===== config.mk =====
export PLATFORM = sky130hd
export DESIGN_NAME = soc_pwrmgr_flat
export DESIGN_NICKNAME = d
export VERILOG_FILES = /design/src/rtl/soc_pwrmgr_if.sv /design/src/rtl/soc_pwrmgr.sv /design/src/flat_wrapper.sv
export SDC_FILE = /design/constraint.sdc
export NUM_CORES = 1
export LEC_CHECK = 0
export CORE_MARGIN = 2
export CORE_UTILIZATION = 40
export CTS_BUF_LIST = sky130_fd_sc_hd__clkbuf_4 sky130_fd_sc_hd__clkbuf_8 sky130_fd_sc_hd__clkbuf_16
export DETAILED_ROUTE_END_ITERATION = 6
export DONT_BUFFER_PORTS = 1
export GPL_TIMING_DRIVEN = 0
export REMOVE_ABC_BUFFERS = 1
export SLEW_MARGIN = 40
export SYNTH_ARGS = -nofsm -noshare
export SYNTH_HDL_FRONTEND = slang
export SYNTH_SLANG_ARGS = --single-unit

===== constraint.sdc =====
create_clock -name clk -period 1.5 [get_ports clk]
set_input_delay 0.075 -clock clk [delete_from_list [all_inputs] [get_ports clk]]
set_output_delay 0.075 -clock clk [all_outputs]
set_load 0.005 [all_outputs]

===== src/rtl/soc_pwrmgr_if.sv =====
// Power-manager bundle: wake pins, power-off handshake, UART gating, status.
// master = SoC/board side (drives inputs), slave = soc_pwrmgr.
interface soc_pwrmgr_if #(
    parameter int NUM_WAKE = 2
);
    logic [NUM_WAKE-1:0] wake_in;
    logic                poweroff_rq;
    logic                tx_idle;
    logic                soc_tx;
    logic                soc_rts;
    logic                soc_resetn;
    logic                uart_tx;
    logic                uart_rts;
    logic [1:0]          state;
    logic [NUM_WAKE-1:0] wake_cause;
    logic [7:0]          boot_count;

    modport master (
        output wake_in, poweroff_rq, tx_idle, soc_tx, soc_rts,
        input  soc_resetn, uart_tx, uart_rts, state, wake_cause, boot_count
    );

    modport slave (
        input  wake_in, poweroff_rq, tx_idle, soc_tx, soc_rts,
        output soc_resetn, uart_tx, uart_rts, state, wake_cause, boot_count
    );
endinterface


===== src/rtl/soc_pwrmgr.sv =====
// SoC power manager: wake-pin sync/arm, reset hold, drain-then-off sequencing.
// Ports: clk, resetn (sync, active-low), bus (soc_pwrmgr_if.slave).
module soc_pwrmgr #(
    parameter int                  NUM_WAKE      = 2,
    parameter logic [NUM_WAKE-1:0] WAKE_MASK     = '1,
    parameter logic [NUM_WAKE-1:0] WAKE_ACT_LOW  = '1,
    parameter int                  RESET_HOLD    = 16,
    parameter int                  DRAIN_TIMEOUT = 1024
) (
    input logic         clk,
    input logic         resetn,
    soc_pwrmgr_if.slave bus
);
    typedef enum logic [1:0] {
        OFF   = 2'd0,
        HOLD  = 2'd1,
        RUN   = 2'd2,
        DRAIN = 2'd3
    } state_t;

    localparam int HW = (RESET_HOLD > 1) ? $clog2(RESET_HOLD) : 1;
    localparam int DW = (DRAIN_TIMEOUT > 1) ? $clog2(DRAIN_TIMEOUT) : 1;
    localparam logic [HW-1:0] HOLD_LAST  = HW'(RESET_HOLD - 1);
    localparam logic [DW-1:0] DRAIN_LAST = DW'(DRAIN_TIMEOUT - 1);

    logic [NUM_WAKE-1:0] sync1;
    logic [NUM_WAKE-1:0] sync2;
    logic [NUM_WAKE-1:0] wake_act;
    state_t              st;
    logic                armed;
    logic [HW-1:0]       hold_cnt;
    logic [DW-1:0]       drain_cnt;
    logic [NUM_WAKE-1:0] cause;
    logic [7:0]          boots;
    logic                live;

    // Synchronizer flops carry the polarity-normalised level (XOR with a
    // constant is a wire or inverter), so their cleared value reads as
    // "inactive" and reset never fabricates a wake event.
    always_ff @(posedge clk) begin
        if (!resetn) begin
            sync1 <= '0;
            sync2 <= '0;
        end else begin
            sync1 <= bus.wake_in ^ WAKE_ACT_LOW;
            sync2 <= sync1;
        end
    end

    assign wake_act = sync2 & WAKE_MASK;

    always_ff @(posedge clk) begin
        if (!resetn) begin
            st        <= OFF;
            armed     <= 1'b1;
            hold_cnt  <= '0;
            drain_cnt <= '0;
            cause     <= '0;
            boots     <= '0;
        end else begin
            unique case (st)
                OFF: begin
                    // Disarmed after a power-off: wait for all sources to
                    // go quiet once, so a stuck pin cannot reboot-loop.
                    if (!armed) begin
                        if (wake_act == '0) armed <= 1'b1;
                    end else if (|wake_act) begin
                        st       <= HOLD;
                        cause    <= wake_act;
                        hold_cnt <= '0;
                    end
                end
                HOLD: begin
                    hold_cnt <= hold_cnt + HW'(1);
                    if (hold_cnt == HOLD_LAST) begin
                        st    <= RUN;
                        boots <= boots + 8'd1;
                    end
                end
                RUN: begin
                    if (bus.poweroff_rq) begin
                        st        <= DRAIN;
                        drain_cnt <= '0;
                    end
                end
                DRAIN: begin
                    drain_cnt <= drain_cnt + DW'(1);
                    if (bus.tx_idle || drain_cnt == DRAIN_LAST) begin
                        st    <= OFF;
                        armed <= 1'b0;
                    end
                end
            endcase
        end
    end

    // RUN and DRAIN are the only states with st[1] set.
    assign live           = resetn & st[1];
    assign bus.soc_resetn = live;
    assign bus.uart_tx    = live ? bus.soc_tx  : 1'b1;
    assign bus.uart_rts   = live ? bus.soc_rts : 1'b1;
    assign bus.state      = st;
    assign bus.wake_cause = cause;
    assign bus.boot_count = boots;
endmodule


===== src/flat_wrapper.sv =====
// flat-port wrapper written by rule: the top's interface ports become plain ports
module soc_pwrmgr_flat 
#(
    parameter int                  NUM_WAKE      = 2,
    parameter logic [NUM_WAKE-1:0] WAKE_MASK     = '1,
    parameter logic [NUM_WAKE-1:0] WAKE_ACT_LOW  = '1,
    parameter int                  RESET_HOLD    = 16,
    parameter int                  DRAIN_TIMEOUT = 1024
)
  (clk, resetn, bus_wake_in, bus_poweroff_rq, bus_tx_idle, bus_soc_tx, bus_soc_rts, bus_soc_resetn, bus_uart_tx, bus_uart_rts, bus_state, bus_wake_cause, bus_boot_count);
  soc_pwrmgr_if #(.NUM_WAKE(NUM_WAKE)) bus_i ();
  input logic clk;
  input logic resetn;
  input wire logic [$bits(bus_i.wake_in)-1:0] bus_wake_in;
  input wire logic [$bits(bus_i.poweroff_rq)-1:0] bus_poweroff_rq;
  input wire logic [$bits(bus_i.tx_idle)-1:0] bus_tx_idle;
  input wire logic [$bits(bus_i.soc_tx)-1:0] bus_soc_tx;
  input wire logic [$bits(bus_i.soc_rts)-1:0] bus_soc_rts;
  output wire logic [$bits(bus_i.soc_resetn)-1:0] bus_soc_resetn;
  output wire logic [$bits(bus_i.uart_tx)-1:0] bus_uart_tx;
  output wire logic [$bits(bus_i.uart_rts)-1:0] bus_uart_rts;
  output wire logic [$bits(bus_i.state)-1:0] bus_state;
  output wire logic [$bits(bus_i.wake_cause)-1:0] bus_wake_cause;
  output wire logic [$bits(bus_i.boot_count)-1:0] bus_boot_count;
  assign bus_i.wake_in = bus_wake_in;
  assign bus_i.poweroff_rq = bus_poweroff_rq;
  assign bus_i.tx_idle = bus_tx_idle;
  assign bus_i.soc_tx = bus_soc_tx;
  assign bus_i.soc_rts = bus_soc_rts;
  assign bus_soc_resetn = bus_i.soc_resetn;
  assign bus_uart_tx = bus_i.uart_tx;
  assign bus_uart_rts = bus_i.uart_rts;
  assign bus_state = bus_i.state;
  assign bus_wake_cause = bus_i.wake_cause;
  assign bus_boot_count = bus_i.boot_count;
  soc_pwrmgr #(.NUM_WAKE(NUM_WAKE), .WAKE_MASK(WAKE_MASK), .WAKE_ACT_LOW(WAKE_ACT_LOW), .RESET_HOLD(RESET_HOLD), .DRAIN_TIMEOUT(DRAIN_TIMEOUT)) u_core (.clk(clk), .resetn(resetn), .bus(bus_i));
endmodule

==> impl_metrics.env, run 1 <==
export IMPL_drive_gt1_frac=0.276
export IMPL_finalMaxSlewViolations=0
export IMPL_avgSynthCellArea_um2=9.15
export IMPL_crit_family="multiplexers"
export IMPL_grt_usage=0.155
export IMPL_drtIter0Drc=61
export IMPL_grt_max_degree=21
export IMPL_setup_violations=0
export IMPL_vias=1138
export IMPL_cap_violations=0
export IMPL_arrival_ns=1.63
export IMPL_die_h_um=64.7
export IMPL_seq_power_share=0.403
export IMPL_synth_simple_gate_area_frac=0.256
export IMPL_stdcell_count=222
export IMPL_cp_end_kind="register"
export IMPL_synth_seq_cells=31
export IMPL_synth_cell_types=38
export IMPL_synth_adder_area_share=0.0594
export IMPL_h_tree_depth=2
export IMPL_die_area_um2=4190
export IMPL_p_sw_uw=737
export IMPL_clock_skew_ns=0.00702
export IMPL_vias_per_cell=5.13
export IMPL_initial_core_util=0.409
export IMPL_worst_pin_slew_ns=0.658
export IMPL_place_inst=205
export IMPL_grt_pass1_wl_mm=5.02
export IMPL_first_pass_iters=4
export IMPL_peakVddDrop_mv=0.615
export IMPL_cp_start_kind="register"
export IMPL_synth_cell_area_um2=1470
export IMPL_cts_buffer_depth=2
export IMPL_cts_sinks=31
export IMPL_synth_edf_count=0
export IMPL_synthArstFlopShare=0
export IMPL_synth_xor_area_frac=0.0772
export IMPL_fmax_ghz=0.676
export IMPL_cellInternalPower_mw=1.69
export IMPL_grt_pass1_vias=1140
export IMPL_clkTransAtPathRegs_ns=0.06
export IMPL_syn_to_final_growth_pct=24.1
export IMPL_numCtsBuffers=5
export IMPL_grtUsageMet2=0.260
export IMPL_rsz0062_at_grt="yes"
export IMPL_grt_overflow_total=0
export IMPL_place_port_buffers=0
export IMPL_grt_busiest_layer="met2"
export IMPL_worst_setup_path_type="register to register"
export IMPL_maxSlewHeadroom=0.561
export IMPL_hold_path_class="primary input to register"
export IMPL_wl_per_cell_um=13.3
export IMPL_gp_congestion=0.788
export IMPL_cp_required_ns=1.65
export IMPL_yosys_warnings=0
export IMPL_status="complete, no violations"
export IMPL_core_rowCount=22
export IMPL_holdWs_ns=0.0283
export IMPL_core_um2=3610
export IMPL_ys_seq_area_frac=0.421
export IMPL_synth_flop_cell="dfxtp_1"
export IMPL_p_clk_frac=0.304
export IMPL_root_buffer="clkbuf_8"
export IMPL_slowest_stage="mux2i_4"
export IMPL_clk_latency_ns=0.28
export IMPL_leakage_nw=0.635
export IMPL_switching_share=0.303
export IMPL_slowest_delay_ns=0.39
export IMPL_hpwl_mm=1.96
export IMPL_cp_num_buf_inv=1
export IMPL_drc=0
export IMPL_path_max_fanout=8
export IMPL_period_minus_slack_ns=1.48
export IMPL_hold_violations=0
export IMPL_cts_tree="yes"
export IMPL_synth_mux_area_frac=0.0441
export IMPL_combPwrFrac=0.293
export IMPL_ant_nets=0
export IMPL_postRouteWirelength_mm=2.96
export IMPL_met3_usage=0.0625
export IMPL_synth_compound_area_share=0.116
export IMPL_antenna_cells=0
export IMPL_use_met1=0.177
export IMPL_fin_crit_sh=0.986
export IMPL_antenna_found_initial=0
export IMPL_power_density_nw_per_um2=1330
export IMPL_syn_inst=161
export IMPL_num_io_pins=23
export IMPL_power_mw=2.43
export IMPL_die_x_um=64.7
export IMPL_worstPathCellList="inv_4, ha_4, mux2i_4, nor3_1, xnor2_1, nor2_1"
export IMPL_num_nets_final=188
export IMPL_synth_top_family_by_area="simple AND/OR/NAND/NOR gates"
cell type report:
class	instances	area, um2
clock buffers	8	104
fillers	341	1780
inverters	6	25.0
multi-input cells	120	922
flip-flops and latches	31	634
well taps	48	60.1
repair buffers	9	83.8
sequential cells by signal, indices dropped and copies added (netlist names):
register,cells
u_core.bus.wake_cause,2
u_core.drain_cnt,10
u_core.hold_cnt,4
u_core.bus.boot_count,8
u_core.armed,1
u_core.bus.state,2
u_core.sync2,2
u_core.sync1,2
Yosys cell counts (2+ instances only):
library cell / number / share of area
ha_1: 7 / 0.059
mux2_2: 2 / 0.015
and3_1: 2 / 0.0085
dfxtp_1: 31 / 0.42
or3_1: 2 / 0.0085
xnor2_1: 7 / 0.042
nand4_1: 6 / 0.025
or2_2: 2 / 0.0085
clkbuf_1: 3 / 0.0076
inv_1: 6 / 0.015
and2_1: 3 / 0.013
o21ai_0: 5 / 0.017
nand2_1: 15 / 0.038
a31oi_1: 2 / 0.0085
nor3_1: 5 / 0.017
nand3_1: 7 / 0.024
a22oi_1: 2 / 0.010
xor2_1: 6 / 0.036
a21oi_1: 10 / 0.034
mux2i_1: 2 / 0.014
nor2_1: 19 / 0.048
routing by layer:
| metal | up-vias | wire length [um] |
|---|---|---|
| met2 | 19 | 1460 |
| met1 | 527 | 1320 |
| met4 | 0 | 49 |
| met3 | 5 | 133 |
| li1 | 587 | - |
| met5 | - | 0 |
worst paths after layout:
check        depth (start not counted)                 from  slack [ns]                   to
max                                  6  u_core.bus.state[0]        0.02  u_core.drain_cnt[8]
min                                  2               resetn        0.03  u_core.drain_cnt[9]
max reg2reg                          6  u_core.bus.state[0]        0.02  u_core.drain_cnt[8]
min reg2reg                          1      u_core.sync1[0]        0.43      u_core.sync2[0]
power groups by stage:
stage / clock network, mW / registers, mW / logic [mW]
2_1_floorplan: 0 / 0.933 / 0.402
3_3_place_gp: 0 / 0.946 / 0.466
3_5_place_dp: 0 / 0.949 / 0.486
4_1_cts: 0.758 / 0.954 / 0.542
5_1_grt: 0.793 / 0.987 / 0.778
6_report: 0.739 / 0.979 / 0.713
kinds of logic (layout without fill, tap and decap cells):
logic type      after synthesis  after routing
compound gates               25             25
buf+inv                      10             23
mux                           5              5
fa+ha+maj                     7              7
xor+xnor                     13             13
flops                        31             31
simple gates                 70             70
per-stage QoR:
| step | setup TNS (ns) | util | instance area (um2) | setup slack (ns) |
|---|---|---|---|---|
| 2_1_floorplan | -0.423 | - | 1460 | -0.0638 |
| 3_3_place_gp | -2.80 | 0.421 | 1520 | -0.307 |
| 3_5_place_dp | -3.27 | 0.421 | 1520 | -0.346 |
| 4_1_cts | -0.189 | 0.479 | 1730 | -0.0398 |
| 5_1_grt | -0.330 | 0.507 | 1830 | -0.0907 |
| 6_report | 0 | 0.507 | 1830 | 0.0210 |
cell usage in the layout, fill, tap and decap left out, types with 4 or more instances in the layout:
cell type	Yosys	routed
nor2_1	19	19
xor2_1	6	6
nand4_1	6	6
inv_1	6	4
clkbuf_8	0	7
ha_4	0	5
xnor2_1	7	7
dfxtp_1	31	24
dfxtp_2	0	5
nand3_1	7	6
buf_4	0	4
a21oi_1	10	9
nand2_1	15	14
repair_timing:
item,in CTS,in global routing
hold buffers,3,0
pin swaps,4,8
gates resized for setup,15,22
setup endpoints to repair,20,23
hold endpoints to repair,6,0
buffers inserted,3,3
Power figures use the tool's default switching activity.
==> run 2, diff against run 1 <==
--- a/config.mk
+++ b/config.mk
@@ -5,6 +5,7 @@
 export SDC_FILE = /design/constraint.sdc
 export NUM_CORES = 1
 export LEC_CHECK = 0
+export ABC_AREA = 1
 export CORE_MARGIN = 2
 export CORE_UTILIZATION = 40
 export CTS_BUF_LIST = sky130_fd_sc_hd__clkbuf_4 sky130_fd_sc_hd__clkbuf_8 sky130_fd_sc_hd__clkbuf_16
==> impl_metrics.env, run 2 <==
export IMPL_core_rowCount=22
export IMPL_fin_crit_sh=0.957
export IMPL_first_pass_iters=4
export IMPL_grt_usage=0.155
export IMPL_regMostFlops="u_core.drain_cnt"
export IMPL_cp_required_ns=1.71
export IMPL_clk_latency_ns=0.28
export IMPL_grt_max_degree=15
export IMPL_drive_gt1_frac=0.152
export IMPL_cp_end_kind="register"
export IMPL_fmax_ghz=0.697
export IMPL_final_cell_area_um2=1820
export IMPL_power_mw=2.23
export IMPL_clkTransAtPathRegs_ns=0.07
export IMPL_postRouteWirelength_mm=3.02
export IMPL_synthTopCellsByCount="57 x nand2_1, 33 x inv_1, 32 x nor2_1"
export IMPL_cts_sinks=31
export IMPL_largest_reg_flops=10
export IMPL_place_port_buffers=0
export IMPL_core_um2=3720
export IMPL_path_max_fanout=7
export IMPL_synth_cell_types=24
export IMPL_cts_tree="yes"
export IMPL_finalMaxSlewViolations=0
export IMPL_stdcell_count=292
export IMPL_peakVddDrop_mv=0.500
export IMPL_h_tree_depth=2
export IMPL_drc=0
export IMPL_worst_pin_slew_ns=0.545
export IMPL_synth_most_common_cell="nand2_1"
export IMPL_avgSynthCellArea_um2=6.79
export IMPL_place_inst=277
export IMPL_setup_violations=0
export IMPL_cp_start_kind="register"
export IMPL_maxSlewHeadroom=0.636
export IMPL_power_density_nw_per_um2=1220
export IMPL_root_buffer="clkbuf_8"
export IMPL_final_cell_mix="56 x nand2_1, 32 x inv_1, 30 x nor2_1"
export IMPL_tns_ns=0
export IMPL_clock_skew_ns=0.00301
export IMPL_synth_flop_cell="dfxtp_1"
export IMPL_synth_edf_count=0
export IMPL_ant_nets=0
export IMPL_gp_congestion=0.752
export IMPL_status="complete, no violations"
export IMPL_final_util=0.491
export IMPL_hpwl_mm=2.15
export IMPL_vias=1353
export IMPL_num_nets_final=258
export IMPL_cap_violations=0
export IMPL_drtIter0Drc=49
export IMPL_yosys_area_top_type="dfxtp_1"
export IMPL_final_common_cell="nand2_1"
export IMPL_leakage_nw=0.766
export IMPL_wl_per_cell_um=10.4
export IMPL_die_area_um2=4420
export IMPL_syn_inst=230
export IMPL_synth_cell_area_um2=1560
export IMPL_netlist_area_leader_share=0.397
export IMPL_vias_per_cell=4.63
export IMPL_synthArstFlopShare=0
export IMPL_worst_setup_path_type="register to register"
export IMPL_period_minus_slack_ns=1.43
export IMPL_antenna_found_initial=0
export IMPL_yosys_warnings=0
export IMPL_syn_to_final_growth_pct=16.8
export IMPL_synth_seq_cells=31
export IMPL_die_h_um=66.5
export IMPL_arrival_ns=1.64
export IMPL_die_x_um=66.5
export IMPL_hold_violations=0
export IMPL_ys_seq_area_frac=0.397
export IMPL_synth_area_top_cells="dfxtp_1 40%, nand2_1 14%, inv_1 7.9%, nor2_1 7.7%, a21oi_1 6.4%"
export IMPL_grt_overflow_total=0
export IMPL_grt_pass1_wl_mm=5.19
export IMPL_setup_ws_ns=0.0651
export IMPL_postPlaceCellArea_um2=1620
export IMPL_numCtsBuffers=5
export IMPL_hold_path_class="primary input to register"
export IMPL_rsz0062_at_grt="yes"
export IMPL_grt_pass1_vias=1176
export IMPL_antenna_cells=0
export IMPL_holdWs_ns=0.0790
export IMPL_num_io_pins=23
export IMPL_dp_slack_ns=-0.135
export IMPL_cts_buffer_depth=2
export IMPL_initial_core_util=0.420
run 2: worst max-delay path: stages, from the launching register on:
cell and delay (ns):
dfxtp_4 0.36, inv_1 0.08, ha_2 0.21, inv_1 0.05
nand2_2 0.07, nand2_4 0.08, inv_2 0.11, o21ai_4 0.08
buf_4 0.16, nor3_1 0.16
run 2: layout make-up:
class | count | area (um2)
Fill cell | 383 | 1890
Multi-Input combinational cell | 161 | 832
Sequential cell | 31 | 629
Inverter | 37 | 139
Clock buffer | 7 | 96.3
Timing Repair Buffer | 7 | 60.1
Tap cell | 48 | 60.1
Clock inverter | 1 | 7.51
run 2: kinds of logic (layout without fill, tap and decap cells):
logic type      count (synthesis)  count (layout)  share of synthesized area
compound gates                 29              29                     0.0970
fa+ha+maj                       7               7                     0.0561
buf+inv                        38              52                     0.0921
flops                          31              31                      0.397
simple gates                  125             125                      0.357
run 2: power breakdown:
part           internal, mW  switching (mW)  total, mW
Combinational         0.214           0.351      0.565
Clock                 0.417           0.305      0.722
Sequential            0.887          0.0581      0.945
Total                  1.52           0.715       2.23
run 2: final timing paths:
path                       start                  end  slack (ns)  depth (start not counted)
max          u_core.bus.state[0]  u_core.drain_cnt[3]        0.07                          9
min                       resetn      u_core.sync1[0]        0.08                          2
max reg2reg  u_core.bus.state[0]  u_core.drain_cnt[3]        0.07                          9
min reg2reg      u_core.sync1[0]      u_core.sync2[0]        0.41                          2
run 2: what timing repair did:
action                                  in CTS  in global routing
hold endpoints to repair                    18                  0
endpoints found under the setup margin      11                 19
resized for setup                            5                 10
hold buffers                                 3                  0
setup buffers                                0                  4
pin swaps                                    0                  3
run 2: metal layers:
| layer | GRT usage | vias to the layer above | share of wire |
|---|---|---|---|
| li1 | - | 745 | - |
| met1 | 0.201 | 591 | 0.54 |
| met2 | 0.236 | 15 | 0.43 |
| met3 | 0.0422 | 2 | 0.025 |
| met4 | 0.0765 | 0 | 0.0079 |
| met5 | 0 | - | 0 |
